==> src/rtl/sie_tx_pkg.sv <==
`default_nettype none
// ============================================================================
// Module      : sie_tx_pkg
// Description : Shared definitions for the SIE transmit packet sequencer:
//               port command codes, sequencer states, USB CRC16 constants
//               and a single-byte CRC16 update helper.
// Revision    : 1.0  initial release
// ============================================================================
package sie_tx_pkg;

  // Command code carried in SIEPortCtrlIn[1:0]
  typedef enum logic [1:0] {
    CMD_CLR_ERR = 2'd0,
    CMD_START   = 2'd1,
    CMD_DATA    = 2'd2,
    CMD_END     = 2'd3
  } sie_tx_cmd_e;

  typedef enum logic [2:0] {
    ST_IDLE   = 3'd0,
    ST_SYNC   = 3'd1,
    ST_PID    = 3'd2,
    ST_DATA   = 3'd3,
    ST_CRC_LO = 3'd4,
    ST_CRC_HI = 3'd5,
    ST_EOP    = 3'd6
  } sie_tx_state_e;

  localparam logic [15:0] CRC16_INIT      = 16'hFFFF;
  localparam logic [15:0] CRC16_POLY_REFL = 16'hA001;

  // Reflected CRC16 update over one byte, LSB first (USB bit order).
  function automatic logic [15:0] crc16_byte(input logic [15:0] crc,
                                             input logic [7:0]  data);
    logic [15:0] c;
    c = crc ^ {8'h00, data};
    for (int i = 0; i < 8; i++) begin
      c = c[0] ? ((c >> 1) ^ CRC16_POLY_REFL) : (c >> 1);
    end
    return c;
  endfunction

endpackage
`default_nettype wire

==> src/rtl/sie_tx_byte_fifo.sv <==
`default_nettype none
// ============================================================================
// Module      : sie_tx_byte_fifo
// Description : Small byte FIFO holding queued transmit payload.
//               Push is ignored when full, pop is ignored when empty; a push
//               and a pop in the same cycle are both honoured.
// Ports       : clk, rst_n (sync, active-low), i_push/i_wdata, i_pop,
//               o_head (oldest entry), o_full, o_empty
// Revision    : 1.0  initial release
// ============================================================================
module sie_tx_byte_fifo #(
  parameter int unsigned FIFO_DEPTH = 4
) (
  input  logic       clk,
  input  logic       rst_n,
  input  logic       i_push,
  input  logic [7:0] i_wdata,
  input  logic       i_pop,
  output logic [7:0] o_head,
  output logic       o_full,
  output logic       o_empty
);

  localparam int unsigned PTR_W = (FIFO_DEPTH > 1) ? $clog2(FIFO_DEPTH) : 1;
  localparam int unsigned CNT_W = PTR_W + 1;
  localparam logic [CNT_W-1:0] c_full_cnt = CNT_W'(FIFO_DEPTH);

  logic [7:0]       mem_q [FIFO_DEPTH];
  logic [PTR_W-1:0] wr_ptr_q, wr_ptr_d;
  logic [PTR_W-1:0] rd_ptr_q, rd_ptr_d;
  logic [CNT_W-1:0] count_q, count_d;
  logic             w_do_push;
  logic             w_do_pop;

  assign o_full    = (count_q == c_full_cnt);
  assign o_empty   = (count_q == '0);
  assign o_head    = mem_q[rd_ptr_q];
  assign w_do_push = i_push && !o_full;
  assign w_do_pop  = i_pop && !o_empty;

  // Depth is a power of two, so pointers wrap naturally.
  always_comb begin
    wr_ptr_d = wr_ptr_q + PTR_W'(w_do_push);
    rd_ptr_d = rd_ptr_q + PTR_W'(w_do_pop);
    count_d  = count_q + CNT_W'(w_do_push) - CNT_W'(w_do_pop);
  end

  always_ff @(posedge clk) begin
    if (!rst_n) begin
      wr_ptr_q <= '0;
      rd_ptr_q <= '0;
      count_q  <= '0;
    end else begin
      wr_ptr_q <= wr_ptr_d;
      rd_ptr_q <= rd_ptr_d;
      count_q  <= count_d;
    end
  end

  // Storage needs no reset: entries are only read once counted valid.
  always_ff @(posedge clk) begin
    if (w_do_push) begin
      mem_q[wr_ptr_q] <= i_wdata;
    end
  end

endmodule
`default_nettype wire

==> src/rtl/sie_port_tx_seq.sv <==
`default_nettype none
// ============================================================================
// Module      : sie_port_tx_seq
// Description : Transmit packet sequencer. Converts host/slave port writes
//               into the byte stream SYNC, PID, payload, optional CRC16,
//               followed by an EOP request to the serializer.
// Ports       : usbClk, rstSyncToUsbClk_n (sync, active-low)
//               SIEPortCtrlIn/DataIn/WEn, SIEPortTxRdy   - command port
//               txByte/txByteValid/txByteReady            - byte handshake
//               txEopReq/txEopAck                         - EOP handshake
//               txBusy, txOverflow, txProtoErr, txUnderrun - status
// Revision    : 1.0  initial release
// ============================================================================
module sie_port_tx_seq
  import sie_tx_pkg::*;
#(
  parameter int unsigned FIFO_DEPTH = 4,
  parameter logic [7:0]  SYNC_BYTE  = 8'h80
) (
  input  logic       usbClk,
  input  logic       rstSyncToUsbClk_n,
  input  logic [7:0] SIEPortCtrlIn,
  input  logic [7:0] SIEPortDataIn,
  input  logic       SIEPortWEn,
  output logic       SIEPortTxRdy,
  output logic [7:0] txByte,
  output logic       txByteValid,
  input  logic       txByteReady,
  output logic       txEopReq,
  input  logic       txEopAck,
  output logic       txBusy,
  output logic       txOverflow,
  output logic       txProtoErr,
  output logic       txUnderrun
);

  sie_tx_state_e state_q, state_d;
  logic [7:0]    pid_q, pid_d;
  logic [15:0]   crc_q, crc_d;
  logic          end_pending_q, end_pending_d;
  logic          append_crc_q, append_crc_d;
  logic [7:0]    tx_byte_q, tx_byte_d;
  logic          tx_valid_q, tx_valid_d;
  logic          eop_req_q, eop_req_d;
  logic          ovf_q, ovf_d;
  logic          proto_q, proto_d;
  logic          unr_q, unr_d;

  sie_tx_cmd_e   w_cmd;
  logic          w_xfer;
  logic          w_idle;
  logic          w_fifo_push;
  logic          w_fifo_pop;
  logic          w_fifo_full;
  logic          w_fifo_empty;
  logic [7:0]    w_fifo_head;
  logic          w_set_ovf;
  logic          w_set_proto;
  logic          w_set_unr;
  logic          w_clr_err;
  logic          w_unused_ctrl;

  assign w_cmd         = sie_tx_cmd_e'(SIEPortCtrlIn[1:0]);
  assign w_unused_ctrl = ^SIEPortCtrlIn[7:3];
  assign w_xfer        = tx_valid_q && txByteReady;
  assign w_idle        = (state_q == ST_IDLE);

  sie_tx_byte_fifo #(
    .FIFO_DEPTH (FIFO_DEPTH)
  ) u_fifo (
    .clk     (usbClk),
    .rst_n   (rstSyncToUsbClk_n),
    .i_push  (w_fifo_push),
    .i_wdata (SIEPortDataIn),
    .i_pop   (w_fifo_pop),
    .o_head  (w_fifo_head),
    .o_full  (w_fifo_full),
    .o_empty (w_fifo_empty)
  );

  always_comb begin
    state_d       = state_q;
    pid_d         = pid_q;
    crc_d         = crc_q;
    end_pending_d = end_pending_q;
    append_crc_d  = append_crc_q;
    tx_byte_d     = tx_byte_q;
    tx_valid_d    = tx_valid_q;
    eop_req_d     = eop_req_q;
    w_fifo_push   = 1'b0;
    w_fifo_pop    = 1'b0;
    w_set_ovf     = 1'b0;
    w_set_proto   = 1'b0;
    w_set_unr     = 1'b0;
    w_clr_err     = 1'b0;

    // Byte stream sequencing
    case (state_q)
      ST_IDLE: ;
      ST_SYNC: begin
        if (w_xfer) begin
          tx_byte_d = pid_q;
          state_d   = ST_PID;
        end
      end
      ST_PID: begin
        if (w_xfer) begin
          tx_valid_d = 1'b0;
          state_d    = ST_DATA;
        end
      end
      ST_DATA: begin
        if (tx_valid_q) begin
          // Presented byte is the FIFO head; it leaves the FIFO only once taken.
          if (w_xfer) begin
            w_fifo_pop = 1'b1;
            crc_d      = crc16_byte(crc_q, tx_byte_q);
            tx_valid_d = 1'b0;
          end
        end else if (!w_fifo_empty) begin
          tx_byte_d  = w_fifo_head;
          tx_valid_d = 1'b1;
        end else if (end_pending_q) begin
          if (append_crc_q) begin
            tx_byte_d  = ~crc_q[7:0];
            tx_valid_d = 1'b1;
            state_d    = ST_CRC_LO;
          end else begin
            eop_req_d = 1'b1;
            state_d   = ST_EOP;
          end
        end else if (txByteReady) begin
          w_set_unr = 1'b1;
        end
      end
      ST_CRC_LO: begin
        if (w_xfer) begin
          tx_byte_d = ~crc_q[15:8];
          state_d   = ST_CRC_HI;
        end
      end
      ST_CRC_HI: begin
        if (w_xfer) begin
          tx_valid_d = 1'b0;
          eop_req_d  = 1'b1;
          state_d    = ST_EOP;
        end
      end
      ST_EOP: begin
        if (txEopAck) begin
          eop_req_d     = 1'b0;
          end_pending_d = 1'b0;
          append_crc_d  = 1'b0;
          state_d       = ST_IDLE;
        end
      end
      default: state_d = ST_IDLE;
    endcase

    // Port command decode
    if (SIEPortWEn) begin
      case (w_cmd)
        CMD_CLR_ERR: w_clr_err = 1'b1;
        CMD_START: begin
          if (w_idle) begin
            pid_d      = SIEPortDataIn;
            crc_d      = CRC16_INIT;
            tx_byte_d  = SYNC_BYTE;
            tx_valid_d = 1'b1;
            state_d    = ST_SYNC;
          end else begin
            w_set_proto = 1'b1;
          end
        end
        CMD_DATA: begin
          if (w_idle || end_pending_q) begin
            w_set_proto = 1'b1;
          end else if (w_fifo_full) begin
            w_set_ovf = 1'b1;
          end else begin
            w_fifo_push = 1'b1;
          end
        end
        CMD_END: begin
          if (w_idle || end_pending_q) begin
            w_set_proto = 1'b1;
          end else begin
            end_pending_d = 1'b1;
            append_crc_d  = SIEPortCtrlIn[2];
          end
        end
        default: ;
      endcase
    end

    // A new error in the same cycle as CLR_ERR keeps its flag set.
    ovf_d   = w_set_ovf   | (ovf_q   & ~w_clr_err);
    proto_d = w_set_proto | (proto_q & ~w_clr_err);
    unr_d   = w_set_unr   | (unr_q   & ~w_clr_err);
  end

  always_ff @(posedge usbClk) begin
    if (!rstSyncToUsbClk_n) begin
      state_q       <= ST_IDLE;
      pid_q         <= '0;
      crc_q         <= CRC16_INIT;
      end_pending_q <= 1'b0;
      append_crc_q  <= 1'b0;
      tx_byte_q     <= '0;
      tx_valid_q    <= 1'b0;
      eop_req_q     <= 1'b0;
      ovf_q         <= 1'b0;
      proto_q       <= 1'b0;
      unr_q         <= 1'b0;
    end else begin
      state_q       <= state_d;
      pid_q         <= pid_d;
      crc_q         <= crc_d;
      end_pending_q <= end_pending_d;
      append_crc_q  <= append_crc_d;
      tx_byte_q     <= tx_byte_d;
      tx_valid_q    <= tx_valid_d;
      eop_req_q     <= eop_req_d;
      ovf_q         <= ovf_d;
      proto_q       <= proto_d;
      unr_q         <= unr_d;
    end
  end

  assign SIEPortTxRdy = rstSyncToUsbClk_n && !w_fifo_full && !end_pending_q;
  assign txByte       = tx_byte_q;
  assign txByteValid  = tx_valid_q;
  assign txEopReq     = eop_req_q;
  assign txBusy       = (state_q != ST_IDLE);
  assign txOverflow   = ovf_q;
  assign txProtoErr   = proto_q;
  assign txUnderrun   = unr_q;

endmodule
`default_nettype wire

==> config.mk <==
export PLATFORM = sky130hd
export DESIGN_NAME = sie_port_tx_seq
export DESIGN_NICKNAME = d
export VERILOG_FILES = /design/src/rtl/sie_tx_pkg.sv /design/src/rtl/sie_tx_byte_fifo.sv /design/src/rtl/sie_port_tx_seq.sv
export SDC_FILE = /design/constraint.sdc
export NUM_CORES = 1
export LEC_CHECK = 0
export CELL_PAD_IN_SITES_DETAIL_PLACEMENT = 0
export CELL_PAD_IN_SITES_GLOBAL_PLACEMENT = 1
export CORE_MARGIN = 3
export CORE_UTILIZATION = 45
export DETAILED_ROUTE_END_ITERATION = 8
export GPL_ROUTABILITY_DRIVEN = 0
export GPL_TIMING_DRIVEN = 0
export PLACE_DENSITY = 0.84
export RECOVER_POWER = 50
export SYNTH_ARGS = -nofsm -noshare
export SYNTH_HDL_FRONTEND = slang
export SYNTH_SLANG_ARGS = --single-unit
==> constraint.sdc <==
create_clock -name usbClk -period 3.4 [get_ports usbClk]
set_input_delay 0.51 -clock usbClk [delete_from_list [all_inputs] [get_ports usbClk]]
set_output_delay 0.51 -clock usbClk [all_outputs]
set_load 0.01 [all_outputs]
# Word-level counts from Yosys, hierarchy flattened
# Memories as Yosys holds them, arrays and structs flattened. A register that Yosys moved wholly into a read port is not among the register bits.
# Cells that the tools add are included.
[totals]
reg_bits = 49
mem_bits_rw = 32
in_bits = 21
output_inout_bits = 15
n_memories = 1
[op_classes]
add_sub_neg = 4
n_eq_ne = 16
n_mux = 89
bitwise = 18
reduce_logical = 18
[mem_list]
columns = ["memory", "words", "width", "read_ports", "rd_ports_with_merged_regs", "write_ports", "line_no", "text"]
rows = [
  ["u_fifo.mem_q", 4, 8, 1, 1, 1, "sie_tx_byte_fifo.sv:28", "logic [7:0] mem_q [FIFO_DEPTH];"],
]
[op_table]
columns = ["operator", "n"]
rows = [
  ["$mux 16", 14],
  ["$mux 8", 9],
  ["$mux 1", 48],
  ["$mux 3", 11],
  ["$not 2->3", 8],
  ["$pmux 8 s3", 1],
  ["$pmux 3 s7", 1],
  ["$not 8->8", 2],
  ["$xor 16x8->16", 1],
  ["$eq 3x3->1 const B", 4],
  ["$ne 2x2->1 const B", 5],
  ["$reduce_and 7->1", 1],
  ["$eq 3x2->1 const B", 2],
  ["$logic_not 3->1", 2],
  ["$reduce_bool 3->1", 2],
  ["$logic_and 1x1->1", 5],
  ["$add 2x1->2", 2],
  ["$eq 2x2->1 const B", 2],
  ["$mux 2", 2],
  ["$pmux 1 s2", 2],
  ["$reduce_or 2->1", 2],
  ["$add 3x1->3", 1],
  ["$and 1x1->1", 3],
  ["$eq 3x1->1 const B", 1],
  ["other kinds (10)", 14],
]

# Logic depth before layout (Yosys ltp)
# Gate-level depths: netlist (run 1).
[logic_depth]
ltp_word = 23
depth_mapped = 13
ltp_nobuf = 11

# Modules after synthesis
# A second synthesis (run 1) with hierarchy kept.
[hier_totals]
hier_cells = 342
area_unflattened_um2 = 3756.1
[by_module_without_submodules]
columns = ["mod", "instances", "cells_each", "area_each_um2"]
rows = [
  ["sie_port_tx_seq", 1, 265, 2237.1],
  ["sie_tx_byte_fifo", 1, 77, 1519.0],
]

# Worst setup path before layout (run 1)
# Ideal clock, no wire load.
[synth_path]
path_type = "register to register"
from = "register state_q[1]"
to = "register u_fifo.count_q[2]"
setup_time_ns = 0.128
arrival_ns = 2.504
path_slack_ns = 0.769
path_stages_with_launch = 14
n_path_buf = 2
period_less_slack_ns = 2.631
path_cell_list = "dfxtp_1 buf_4 nand2_1 nor2_1 nand3_1 clkbuf_1 nor2_1 ha_1 inv_1 ha_1 fa_1 xnor2_1 xnor2_1 nor2_1"
[synth_via]
elab_chain_cells = 8
word_cells_on_any_way = 11
cone_classes = "add/sub: 2; eq/ne: 1; mux: 4; reduce/logical: 4"
[synth_lines]
columns = ["element", "line_no", "text"]
rows = [
  ["start: declaration", "sie_port_tx_seq.sv:37", "sie_tx_state_e state_q, state_d;"],
  ["start signal: assignment", "sie_port_tx_seq.sv:216", "state_q <= state_d;"],
  ["$logic_not 3->1", "sie_port_tx_seq.sv:66", "assign w_idle = (state_q == ST_IDLE);"],
  ["$logic_or 1x1->1", "sie_port_tx_seq.sv:176", "if (w_idle || end_pending_q) begin"],
  ["$mux 1", "sie_port_tx_seq.sv:176", ""],
  ["$mux 1", "sie_port_tx_seq.sv:162", "case (w_cmd)"],
  ["$mux 1", "sie_port_tx_seq.sv:161", "if (SIEPortWEn) begin"],
  ["$logic_and 1x1->1", "sie_tx_byte_fifo.sv:38", "assign w_do_push = i_push && !o_full;"],
  ["$add 3x1->3", "sie_tx_byte_fifo.sv:45", "count_d = count_q + CNT_W'(w_do_push) - CNT_W'(w_do_pop);"],
  ["$sub 3x1->3 *", "sie_tx_byte_fifo.sv:45", ""],
  ["end signal: assignment", "sie_tx_byte_fifo.sv:56", "count_q <= count_d;"],
  ["end: declaration", "sie_tx_byte_fifo.sv:31", "logic [CNT_W-1:0] count_q, count_d;"],
]
# Every way passes the cells marked *; elsewhere a longest branch is shown, timed or not.
# A chain may end at the register's enable or synchronous reset.

# Worst setup path in the final report (run 1)
[layout_path]
from = "input port rstSyncToUsbClk_n"
to = "output port SIEPortTxRdy"
[layout_via]
elab_chain_cells = 2
[layout_lines]
columns = ["element", "line_no", "text"]
rows = [
  ["start: declaration", "sie_port_tx_seq.sv:21", "input logic rstSyncToUsbClk_n,"],
  ["$logic_and 1x1->1 (2 in series)", "sie_port_tx_seq.sv:230", "assign SIEPortTxRdy = rstSyncToUsbClk_n && !w_fifo_full && !end_pending_q;"],
  ["end: declaration", "sie_port_tx_seq.sv:25", "output logic SIEPortTxRdy,"],
]
# Every way passes these cells.

==> metrics.md, run 1 <==
| Metric | Value |
|---|---|
| Status | finished clean |
| Synth Flop Type | dfxtp_1 |
| Area fraction in compound gates after synthesis | 14.4% |
| Root buf cell | clkbuf_8 |
| H-tree depth | 3 |
| GRT met1 Usage | 26.2% |
| Post-CTS Setup Bufs | 0 |
| Clock transition at path regs | 0.08 ns |
| Starting Density | 47.5% |
| Mux cell area share after synthesis | 7.74% |
| Placed Cells | 482 |
| GRT busiest layer | met2 |
| Hold endpoint | txUnderrun$_SDFF_PN0_ |
| Ys async rst share | 0% |
| Hpwl dp | 6310 um |
| Proportion of layout cells with a drive suffix above 1 | 8.08% |
| CP endpoint kind | output pin |
| Number of cells on the worst reg-to-reg path | 13 |
| Total number of vias | 2,857 |
| First-pass GRT wire length | 14,600 um |
| CP Launch Type | input port |
| Setup Skew | 0.00578 ns |
| XOR/XNOR share of the synthesized area | 6.77% |
| Post-route ant nets | 0 |
| Hold path cells | 2 |
| R2R Setup Slk | 0.37 ns |
| Worst Hold Margin | 0.478 ns |
| Largest area contributor in the synthesized netlist | dfxtp_1 |
| Antenna diodes | 0 |
| Grt total ovfl | 0 |
| Grt met3 use | 2.94% |
| RSZ-0062 raised after global routing | no |
| Seq/Total Area, Yosys | 51.8% |
| PwrDens | 421 mW/mm2 |
| Largest cells by area after synthesis | dfxtp_1 26%, edfxtp_1 26%, mux4_2 4.8% |
| First-pass DRT Iterations | 5 |
| Number of core rows | 32 |
| Vias in the first global route | 2,854 |
| Worst Min Path Start | txUnderrun$_SDFF_PN0_ |
| Synthesized area | 0.00375 mm2 |
| Syn Inst Count | 350 |
| CTS Buf Count | 9 |
| Hold Path Class | register to register |
| R2r endpoint | u_fifo.count_q[2]$_SDFF_PN0_ |
| Clock Tree Buf Depth | 2 |
| Drt drc | 0 |
| Maximum number of pins on one net before global-route repair | 16 |
| Die width | 97.3 um |
| Warnings, synthesis | 0 |
| Post-route insts no fill | 498 |
| Yosys cell types | 54 |
| Leakage | 1.55 nW |
| Final Core Density | 55.4% |
| Grt met2 use | 31.3% |
| Fin nets | 417 |
| CP peak stage delay | 0.75 ns |
| Period utilization | 90.4% |
| Most frequent cells in the layout | 49 x dfxtp_1, 36 x nand2_1, 36 x nor2_1 |
| Post-Synth Simple-Gate Area | 14.9% |
| Synth Area in Adders | 1.87% |
| Clock sinks | 81 |
| Worst path cell trace | dlygate4sd3_1 > clkinv_1 > nor3_1 > clkdlybuf4s50_1 |
| Max stage delay cell, worst path | dlygate4sd3_1 |
| Critical path fanouts, max | 10 |
| Total track usage | 19.5% |
| Arr. time, crit path | 2.56 ns |
| Largest family of logic cells by synthesized area | simple AND/OR/NAND/NOR gates |
| Layout overhead on the synthesized area | 16.5% |
| DIE AREA | 0.00946 mm2 |
| Type of the worst setup path | input port to output pin |
| Fillers | 696 |
| Vert. Die Dim | 97.3 um |
| IO buf count | 30 |
| Worst-Skew Late Latency | 0.36 ns |
| Syn Area/Cell | 10.7 um2 |
| Max VDD drop | 0.195 mV |
| WP data required | 2.89 ns |
| PnR worst setup slack | 0.327 ns |
| Initial DRC count | 176 |
| Post-synthesis register bit count | 81 |
| Least-Margin Pin Slew | 0.784 ns |
| # IOs | 36 |
| Vias/cell | 5.74 |
| Worst reg2reg path startpoint | state_q[1]$_SDFF_PN0_ |
| Core Box Area | 0.00789 mm2 |
| Initial antenna violation count | 0 |
| Final Setup Violations | 0 |
| Max Clk Rate | 325 MHz |
| Fin. max-slew vios | 0 |
| Tot Pwr | 1.84 mW |
| Syn nets | 376 |
| Post-synth top area share | 26.2% |
| EDFF count, synth | 32 |
| Min Tclk post-route | 3.07 ns |
| CTS tree | done |
| Slew margin rel. | 47.5% |
| Post-Place Setup Slack | 0.00458 ns |
| DR WL/cell | 17.8 um |
| MaxCap Viol Count | 0 |
| Commonest non-fill, non-tap cell in the layout | dfxtp_1 |
| Total Routed Length | 8890 um |
| Final hold viol count | 0 |
[layer usage]
metal  vias up  part of all wire [%]  wire [um]
li1       1367                     -          -
met1      1367                    45       3960
met2       102                    47       4200
met3        21                   6.1        542
met4         0                   2.1        184
met5         -                     0          0
[where the power goes]
group / switching (mW) / internal, mW
Combinational: 0.0538 / 0.0368
Clock: 0.376 / 0.351
Sequential: 0.00705 / 1.01
[synthesized netlist by cell type, drive strengths merged, types with 7 or more instances]
library cell	number
o221ai	7
o211ai	9
o21ai	22
clkbuf	12
a21oi	20
mux4	8
nand2	36
nor2	38
nand3	7
a31oi	7
a32oi	7
edfxtp	32
xnor2	20
mux2i	11
dfxtp	49
[flip-flops by register name, summed over array words and instances (netlist names)]
signal / flops
u_fifo.wr_ptr_q: 2
txByteValid: 1
u_fifo.count_q: 3
end_pending_q: 1
u_fifo.rd_ptr_q: 2
txUnderrun: 1
txProtoErr: 1
txByte: 8
txEopReq: 1
append_crc_q: 1
state_q: 3
txOverflow: 1
crc_q: 16
u_fifo.mem_q: 32
pid_q: 8
[metrics by stage]
step | TNS [ns] | instance area, um2
detailed placement | 0 | 4180
global placement | -0.244 | 4180
finish | 0 | 4370
global route | 0 | 4370
CTS | 0 | 4390
floorplan | 0 | 3750
[what timing repair did]
item | 4_1_cts | 5_1_grt
hold buffers | 0 | 0
endpoints found under the setup margin | 0 | 2
gates resized for setup | 0 | 2
[worst max-delay path: cells and delay by family]
kind / cells / cell delay [ns]
buffers and inverters: 3 / 1.74
AND/OR/NAND/NOR: 1 / 0.31
[area by class of cell]
| class | instances | area, um2 | share of cell area, % |
|---|---|---|---|
| Clock inverter | 6 | 75.1 | 1.72 |
| Buffer | 18 | 72.6 | 1.66 |
| Timing Repair Buffer | 30 | 300 | 6.87 |
| Sequential cell | 81 | 1940 | 44.4 |
| Multi-Input combinational cell | 246 | 1710 | 39.0 |
| Tap cell | 102 | 128 | 2.92 |
| Inverter | 5 | 18.8 | 0.429 |
| Clock buffer | 10 | 128 | 2.92 |
[cells by family (layout without fill, tap and decap cells)]
group,count (synthesis),after routing
adder cells (fa/ha/maj),5,5
AND/OR/NAND/NOR,115,115
XOR/XNOR,24,24
buffers and inverters,23,69
flip-flops,81,81
multiplexers,19,19
AO/OA/AOI/OAI,83,83
[worst max-delay path by stage]
| stage | start | to |
|---|---|---|
| after floorplan | state_q[1]$_SDFF_PN0_ | u_fifo.count_q[2]$_SDFF_PN0_ |
| after global placement | SIEPortCtrlIn[1] | u_fifo.mem_q[0][1]$_DFFE_PP_ |
| after detailed placement | txByteReady | u_fifo.count_q[2]$_SDFF_PN0_ |
| after CTS | state_q[1]$_SDFF_PN0_ | u_fifo.count_q[2]$_SDFF_PN0_ |
| after global routing | state_q[1]$_SDFF_PN0_ | u_fifo.count_q[2]$_SDFF_PN0_ |
| final | rstSyncToUsbClk_n | SIEPortTxRdy |
Note: power is estimated with default switching activity, not from simulation.
==> inputs of run 2 (changes only) <==
- GPL_TIMING_DRIVEN: 0 -> 1
==> metrics.md, run 2 (synthesis results as in run 1) <==
| Metric | Value |
|---|---|
| Core Box Area | 0.00789 mm2 |
| Worst Min Path Start | txOverflow$_SDFF_PN0_ |
| Critical path fanouts, max | 18 |
| Slew margin rel. | 33.0% |
| Hpwl dp | 5790 um |
| R2r endpoint | u_fifo.count_q[2]$_SDFF_PN0_ |
| IO buf count | 30 |
| DIE AREA | 0.00946 mm2 |
| Post-CTS Setup Bufs | 0 |
| Total number of vias | 2,819 |
| Worst reg2reg path startpoint | state_q[2]$_SDFF_PN0_ |
| Commonest non-fill, non-tap cell in the layout | dfxtp_1 |
| Final Setup Violations | 0 |
| Number of core rows | 32 |
| Starting Density | 47.5% |
| Type of the worst setup path | input port to register |
| H-tree depth | 3 |
| Total Routed Length | 8350 um |
| Top flop regs | u_fifo.mem_q: 32 flops, crc_q: 16 flops |
| Fin. max-slew vios | 0 |
| Worst path cell trace | dlygate4sd3_1 > clkinv_1 > clkbuf_1 > nor2_1 > nand4_1 > o311a_1 |
| Fin nets | 408 |
| Cts hold-fix bufs | 0 |
| Final hold viol count | 0 |
| Status | finished clean |
| WP data required | 3.65 ns |
| Vert. Die Dim | 97.3 um |
| Clock Tree Buf Depth | 2 |
| Min Tclk post-route | 2.76 ns |
| Post-route ant nets | 0 |
| Max VDD drop | 0.249 mV |
| CP peak stage delay | 0.90 ns |
| CTS resizes | 0 |
| Vias/cell | 5.76 |
| Family with the most delay on the worst path | buffers and inverters |
| Most frequent cells in the layout | 49 x dfxtp_1, 37 x nor2_1, 35 x nand2_1 |
| Setup Skew | 0.00994 ns |
| Total track usage | 17.5% |
| CTS tree | done |
| Hold path cells | 2 |
| Root buf cell | clkbuf_8 |
| Clock transition at path regs | 0.09 ns |
| Initial antenna violation count | 0 |
| Worst-Skew Late Latency | 0.36 ns |
| Vias in the first global route | 2,670 |
| Final Core Density | 55.5% |
| RSZ-0062 raised after global routing | no |
| Arr. time, crit path | 3.01 ns |
| Hold endpoint | txOverflow$_SDFF_PN0_ |
| Period utilization | 81.0% |
| Fin Setup TNS | 0 ns |
| CTS Buf Count | 9 |
| Maximum number of pins on one net before global-route repair | 26 |
| Top reg by flops | u_fifo.mem_q |
| DR WL/cell | 17.1 um |
| Die width | 97.3 um |
| # IOs | 36 |
| Clock sinks | 81 |
| Max stage delay cell, worst path | nor2_1 |
| CP endpoint kind | register |
| Drt drc | 0 |
| First-pass GRT wire length | 13,300 um |
| Max reg flops | 32 |
| Layout overhead on the synthesized area | 16.7% |
| First-pass DRT Iterations | 5 |
| Crit path buf inv count | 3 |
| MaxCap Viol Count | 0 |
| Grt total ovfl | 0 |
| Leakage | 1.56 nW |
| Hold Path Class | register to register |
| Initial DRC count | 147 |
| Antenna diodes | 0 |
| Least-Margin Pin Slew | 1.00 ns |
| R2R Setup Slk | 0.91 ns |
| Proportion of layout cells with a drive suffix above 1 | 10.1% |
| PwrDens | 428 mW/mm2 |
| Number of cells on the worst reg-to-reg path | 8 |
| Max Clk Rate | 363 MHz |
| CP Launch Type | input port |
[run 2: report_power, final]
group          internal (mW)  leakage (nW)  switching [mW]
logic                 0.0374         0.767          0.0482
registers               1.01         0.684          0.0103
clock network          0.362         0.111           0.400
total                   1.41          1.56           0.458
[run 2: worst register-to-register path: cells and delay by family, from the launching register on]
kind          cells  cell delay (ns)
xor+xnor          2             0.28
simple gates      4             1.00
fa+ha+maj         2             0.47
flops             1             0.60
[run 2: layer usage]
layer / GRT usage [%] / wire (um) / vias up
met5: 0 / 0 / -
met4: 6.71 / 155 / 0
met3: 3.02 / 450 / 15
met2: 28.1 / 3980 / 83
met1: 23.8 / 3770 / 1363
li1: - / - / 1358
[run 2: through the flow]
step	power, mW	cells	setup WS, ns	hold WS [ns]	area [um2]
floorplan	1.09	350	0.769	0.458	3750
global placement	1.14	473	0.697	0.469	4170
detailed placement	1.14	473	0.638	0.473	4170
CTS	1.89	489	0.761	0.493	4390
global route	1.93	489	0.430	0.522	4380
finish	1.87	489	0.645	0.479	4380
[run 2: cell type report]
cell class,count,area [um2]
clock buffer,9,124
clock inverter,7,95.1
fill,680,3510
inverter,5,18.8
multi-input combinational,246,1700
sequential,81,1940
tap,102,128
timing repair buffer,39,364
[run 2: how the worst max path moves through the flow]
stage,cells past startpoint,end,from,slack [ns]
finish,6,crc_q[14]$_SDFF_PN1_,rstSyncToUsbClk_n,0.64
global placement,10,u_fifo.count_q[2]$_SDFF_PN0_,txByteReady,0.70
CTS,4,SIEPortTxRdy,rstSyncToUsbClk_n,0.76
detailed placement,6,u_fifo.count_q[1]$_SDFF_PN0_,SIEPortCtrlIn[1],0.64
global route,6,crc_q[15]$_SDFF_PN1_,rstSyncToUsbClk_n,0.43
floorplan,13,u_fifo.count_q[2]$_SDFF_PN0_,state_q[1]$_SDFF_PN0_,0.77
